File: config.mk
export PLATFORM = sky130hd
export DESIGN_NAME = alu_acc_mc
export DESIGN_NICKNAME = d
export VERILOG_FILES = /design/src/rtl/alu_acc_mc.sv
export SDC_FILE = /design/constraint.sdc
export NUM_CORES = 1
export LEC_CHECK = 0
export BUFFER_PORTS_ARGS = -buffer_cell sky130_fd_sc_hd__buf_2
export CORE_UTILIZATION = 65
export DETAILED_ROUTE_END_ITERATION = 10
export PLACE_DENSITY_LB_ADDON = 0.25
export REMOVE_ABC_BUFFERS = 1
export SLEW_MARGIN = 20
export SYNTH_ARGS = -nofsm -noshare
export SYNTH_HDL_FRONTEND = slang
export SYNTH_SLANG_ARGS = --single-unit
File: constraint.sdc
create_clock -name clk -period 8.41 [get_ports clk]
set_clock_uncertainty 0.2 [all_clocks]
set_input_delay 2.523 -clock clk [delete_from_list [all_inputs] [get_ports clk]]
set_output_delay 2.523 -clock clk [all_outputs]
set_load 0.02 [all_outputs]
File: src/rtl/alu_acc_mc.sv
// alu_acc_mc: accumulator ALU with valid/ready command and result handshakes.
// Ports: clk, rst_n, A, B, ALU_Sel, in_valid/in_ready, out_valid/out_ready,
//   ALU_out, flags {ERR,V,C,Z}, busy. Define ALU_DIV_EN for the iterative divider.
module alu_acc_mc #(
  parameter int WIDTH = 8
) (
  input  logic             clk,
  input  logic             rst_n,
  input  logic [WIDTH-1:0] A,
  input  logic [WIDTH-1:0] B,
  input  logic [3:0]       ALU_Sel,
  input  logic             in_valid,
  output logic             in_ready,
  output logic             out_valid,
  input  logic             out_ready,
  output logic [WIDTH-1:0] ALU_out,
  output logic [3:0]       flags,
  output logic             busy
);
  localparam int W  = WIDTH;
  localparam int CW = $clog2(WIDTH);

  localparam logic [3:0] OP_ADD  = 4'h0;
  localparam logic [3:0] OP_SUB  = 4'h1;
  localparam logic [3:0] OP_MUL  = 4'h2;
  localparam logic [3:0] OP_DIV  = 4'h3;
  localparam logic [3:0] OP_ADDA = 4'h4;
  localparam logic [3:0] OP_MULA = 4'h5;
  localparam logic [3:0] OP_MAC  = 4'h6;
  localparam logic [3:0] OP_ROL  = 4'h7;
  localparam logic [3:0] OP_ROR  = 4'h8;
  localparam logic [3:0] OP_AND  = 4'h9;
  localparam logic [3:0] OP_OR   = 4'hA;
  localparam logic [3:0] OP_XOR  = 4'hB;
  localparam logic [3:0] OP_NAND = 4'hC;
  localparam logic [3:0] OP_ETH  = 4'hD;
  localparam logic [3:0] OP_GTH  = 4'hE;
  localparam logic [3:0] OP_LTH  = 4'hF;

  typedef enum logic {S_IDLE, S_DIV} state_t;

  state_t         r_state;
  state_t         w_state_n;
  logic [W-1:0]   r_acc;
  logic [W-1:0]   r_out;
  logic [3:0]     r_flags;
  logic           r_ovalid;
  logic           w_accept;
  logic           w_drain;
  logic           w_div_start;
  logic           w_div_last;
  logic [W:0]     w_add;
  logic [W:0]     w_sub;
  logic [W:0]     w_adda;
  logic [W:0]     w_mac;
  logic [2*W-1:0] w_mul;
  logic [2*W-1:0] w_mula;
  logic [W-1:0]   w_res;
  logic           w_c;
  logic           w_v;
  logic           w_e;
  logic [3:0]     w_flg;

  assign in_ready = rst_n && (r_state == S_IDLE)
                    && (!r_ovalid || out_ready);
  assign w_accept = in_valid && in_ready;
  assign w_drain  = r_ovalid && out_ready;

  assign out_valid = r_ovalid;
  assign ALU_out   = r_out;
  assign flags     = r_flags;

  assign w_add  = {1'b0, A} + {1'b0, B};
  assign w_sub  = {1'b0, A} - {1'b0, B};
  assign w_adda = {1'b0, r_acc} + {1'b0, A};
  assign w_mul  = {{W{1'b0}}, A} * {{W{1'b0}}, B};
  assign w_mula = {{W{1'b0}}, r_acc} * {{W{1'b0}}, A};
  assign w_mac  = {1'b0, r_acc} + {1'b0, w_mul[W-1:0]};

  always_comb begin
    w_res = '0;
    w_c   = 1'b0;
    w_v   = 1'b0;
    w_e   = 1'b0;
    unique case (ALU_Sel)
      OP_ADD:  begin w_res = w_add[W-1:0]; w_c = w_add[W]; end
      OP_SUB:  begin w_res = w_sub[W-1:0]; w_c = w_sub[W]; end
      OP_MUL:  begin
        w_res = w_mul[W-1:0];
        w_v   = |w_mul[2*W-1:W];
      end
      OP_DIV:  begin
`ifdef ALU_DIV_EN
        // Only the divide-by-zero case completes here.
        w_res = '1;
`else
        w_res = '0;
`endif
        w_e = 1'b1;
      end
      OP_ADDA: begin w_res = w_adda[W-1:0]; w_c = w_adda[W]; end
      OP_MULA: begin
        w_res = w_mula[W-1:0];
        w_v   = |w_mula[2*W-1:W];
      end
      OP_MAC:  begin
        w_res = w_mac[W-1:0];
        w_c   = w_mac[W];
        w_v   = |w_mul[2*W-1:W];
      end
      OP_ROL:  begin w_res = {A[W-2:0], A[W-1]}; w_c = A[W-1]; end
      OP_ROR:  begin w_res = {A[0], A[W-1:1]}; w_c = A[0]; end
      OP_AND:  w_res = A & B;
      OP_OR:   w_res = A | B;
      OP_XOR:  w_res = A ^ B;
      OP_NAND: w_res = ~(A & B);
      OP_ETH:  w_res = {W{A == B}};
      OP_GTH:  w_res = {W{A > B}};
      OP_LTH:  w_res = {W{A < B}};
    endcase
  end

  assign w_flg = {w_e, w_v, w_c, (w_res == '0)};

`ifdef ALU_DIV_EN
  logic [W-1:0]  r_quo;
  logic [W-1:0]  r_rem;
  logic [W-1:0]  r_dvs;
  logic [CW-1:0] r_cnt;
  logic [W:0]    w_sh;
  logic [W:0]    w_df;
  logic          w_ge;
  logic [W-1:0]  w_quo_n;

  // Remainder stays below the divisor, so the trial difference
  // sign bit is a clean "does not fit" indicator.
  assign w_sh    = {r_rem, r_quo[W-1]};
  assign w_df    = w_sh - {1'b0, r_dvs};
  assign w_ge    = !w_df[W];
  assign w_quo_n = {r_quo[W-2:0], w_ge};

  assign w_div_start = w_accept && (ALU_Sel == OP_DIV)
                       && (B != '0);
  assign w_div_last  = (r_state == S_DIV)
                       && (r_cnt == CW'(W-1));
  assign busy = (r_state == S_DIV);

  always_ff @(posedge clk) begin
    if (!rst_n) begin
      r_quo <= '0;
      r_rem <= '0;
      r_dvs <= '0;
      r_cnt <= '0;
    end else if (w_div_start) begin
      r_quo <= A;
      r_rem <= '0;
      r_dvs <= B;
      r_cnt <= '0;
    end else if (r_state == S_DIV) begin
      r_quo <= w_quo_n;
      r_rem <= w_ge ? w_df[W-1:0] : w_sh[W-1:0];
      r_cnt <= r_cnt + CW'(1);
    end
  end
`else
  assign w_div_start = 1'b0;
  assign w_div_last  = 1'b0;
  assign busy        = 1'b0;
`endif

  always_ff @(posedge clk) begin
    if (!rst_n) r_state <= S_IDLE;
    else        r_state <= w_state_n;
  end

  always_comb begin
    w_state_n = r_state;
    unique case (r_state)
      S_IDLE: if (w_div_start) w_state_n = S_DIV;
      S_DIV:  if (w_div_last)  w_state_n = S_IDLE;
    endcase
  end

  always_ff @(posedge clk) begin
    if (!rst_n) begin
      r_acc    <= '0;
      r_out    <= '0;
      r_flags  <= '0;
      r_ovalid <= 1'b0;
    end else begin
      if (w_drain) r_ovalid <= 1'b0;
      if (w_accept && !w_div_start) begin
        r_out    <= w_res;
        r_flags  <= w_flg;
        r_acc    <= w_res;
        r_ovalid <= 1'b1;
      end
`ifdef ALU_DIV_EN
      if (w_div_last) begin
        r_out    <= w_quo_n;
        r_flags  <= {3'b000, (w_quo_n == '0)};
        r_acc    <= w_quo_n;
        r_ovalid <= 1'b1;
      end
`endif
    end
  end
endmodule

==> results.tsv <==
metric	value	unit
min cycle time layout	7.732	ns
total CTS buffers	3	
Final nets	1129	
total track usage	40.28	%
Vias	6947	
Worst-Skew Late Latency	0.26	ns
IO Pins	39	
Root Driver	clkbuf_8	
Starting DRT DRC Count	712	
Post-synth ARST share	0	%
vias in the first global route	6708	
Max Clk Rate	129.3	MHz
crit path cell chain	buf_2 > inv_1 > nor2_1 > fa_1 > inv_1 > fa_1 > inv_1 > fa_1 > inv_1 > fa_1 > inv_1 > ha_1 > o21ai_0 > o21bai_1 > a2111oi_0 > o211ai_1 > a32o_1 > o31ai_1 > o211ai_1	
total of max-cap violations	0	
LEAKAGE	3.627	nW
register area	260.3	µm²
slowest CP cell	a2111oi_0	
Crit Path Max Fanout	17	
routed vias/inst	6.604	
Synth Flop Type	dfxtp_1	
DR WL/cell	21.12	µm
router iterations before antenna repair	6	
CP arrival	7.66	ns
final-report max-slew violation count	0	
commonest non-fill, non-tap cell in the layout	inv_1	
Core Box Area	10420	µm²
setup bufs post-CTS	0	
mapped cell area	7052	µm²
Peak supply drop	0.1081	mV
Starting Density	67.70	%
PwrDens	148.9	nW/µm²
YS warnings	0	
crit-path max cell delay	0.88	ns
Slew @ Worst Pin	0.9350	ns
commonest non-fill, non-tap cells in the layout	126 x inv_1, 112 x ha_1, 81 x nor2_1	
multi-input logic area	6146	µm²
proportion of layout cells with a drive suffix above 1	7.205	%
worst relative slew slack	36.05	%
Final Non-Filler Cells	1052	
Final ANT Viol Nets	0	
post-detail-place hpwl	18090	µm
post-cts sizing count	0	
synth-to-layout area growth	4.045	%
top cells by area, synth	fa_1 22%, ha_1 20%, inv_1 6.7%	
status	finished clean	
final worst path period share	91.94	%
grt total ovfl	0	
antenna fix cells	0	
Clock Sinks	13	
WP data required	8.34	ns
TritonCTS clock tree	built	
Die Ht	106.2	µm
share of the synthesized area in the top cell type	21.58	%
CTS H-tree depth	1	
hold-fix buffers at CTS	0	
buffers added on ports	37	
setup violators final	0	
Placed Instances	1048	
GP Congestion	0.9944	
setup TNS	0	ns
crit start category	input pin	
largest net degree at the start of global routing	35	
Total Routed Length	22210	µm
DIE AREA	11270	µm²
final hold slack	0.2555	ns
unrepaired setup endpoints after global routing	no	
Chip Width	106.2	µm
#FFs+latches synth	13	
Hold WC Path Type	flop to flop	
EDFF count, synth	0	
critical path class	input pin to flop	
gate count after technology mapping	901	
first-pass GRT wire length	35150	µm
register area share after synthesis	3.691	%
syn avg cell area	7.827	µm²
Crit path top cell by count	inv_1	
number of distinct library cells after synthesis	79	
Clock transition at path regs	0.07	ns
Critical Path End Type	flop	
final hold viol count	0	
DRC errors left	0	
biggest area consumer among synthesized cells	fa_1	
FP Rows	37	
initial antenna violation count	0	
FILL cells	855	
Max Buffers Root-to-Sink	2	
[worst max-delay path, delay by kind of cell]
| kind | cells | cell delay (ns) |
|---|---|---|
| compound gates | 7 | 2.11 |
| fa+ha+maj | 5 | 2.01 |
| buf+inv | 6 | 0.77 |
| simple gates | 1 | 0.23 |
[cell type report]
class / count / area share [%]
multi-input cells: 727 / 83.77
inverters: 129 / 6.600
flip-flops and latches: 13 / 3.547
repair buffers: 43 / 3.138
well taps: 136 / 2.319
clock buffers: 3 / 0.5628
clock inverters: 1 / 0.06821
[kinds of logic after synthesis]
family	after synthesis	share of synthesized area, %
flops	13	3.691
other cells	1	0.05318
buf+inv	161	9.226
compound gates	201	18.88
xor+xnor	30	3.726
fa+ha+maj	188	41.45
simple gates	298	21.65
mux	9	1.331
[worst paths after layout]
| kind | start | endpoint | slack [ns] | cells past startpoint |
|---|---|---|---|---|
| setup / recovery | A[4] | flags[2] | 0.68 | 19 |
| hold / removal | flags[1] | flags[1] | 0.26 | 2 |
| setup reg to reg | ALU_out[3] | flags[2] | 2.70 | 17 |
| hold reg to reg | flags[1] | flags[1] | 0.26 | 2 |
[cells in the mapped netlist (all sizes together) (9+ instances only)]
cell and count:
o21ai 44, fa 76, o22ai 10, a21o 11
nand4 9, nand2 73, buf 13, and2 41
nor2b 10, nand3 17, xor2 9, xnor2 21
ha 112, o211ai 11, dfxtp 13, nor2 82
a211oi 14, nor3 16, a21oi 41, inv 127
clkbuf 19
[registers in the layout, indices dropped and copies added (netlist names)]
name and flops:
ALU_out 8, flags 4, out_valid 1
[power by group]
part	switching [mW]	leakage, nW	internal [mW]
logic	0.561	3.49	0.384
clock network	0.0288	0.0255	0.0329
registers	0.0181	0.107	0.0676
[through the flow]
step | utilization [%] | worst slack [ns] | instance area (µm²) | power [mW]
4_1_cts | 70.39 | 0.7928 | 7332 | 1.069
2_1_floorplan | - | 1.274 | 6885 | 0.7560
3_5_place_dp | 69.95 | 0.5279 | 7286 | 1.001
5_1_grt | 70.44 | 0.4780 | 7337 | 1.192
6_report | 70.44 | 0.6778 | 7337 | 1.093
3_3_place_gp | 69.95 | 0.7201 | 7286 | 0.9598
[routing by layer]
layer	part of all wire, %	wire length, µm	GRT usage [%]
met5	0	0	0
met4	2.2	486	10.12
met3	13	2830	9.013
met2	43	9516	60.30
met1	42	9382	58.36
Note: power is estimated with default switching activity, not from simulation.
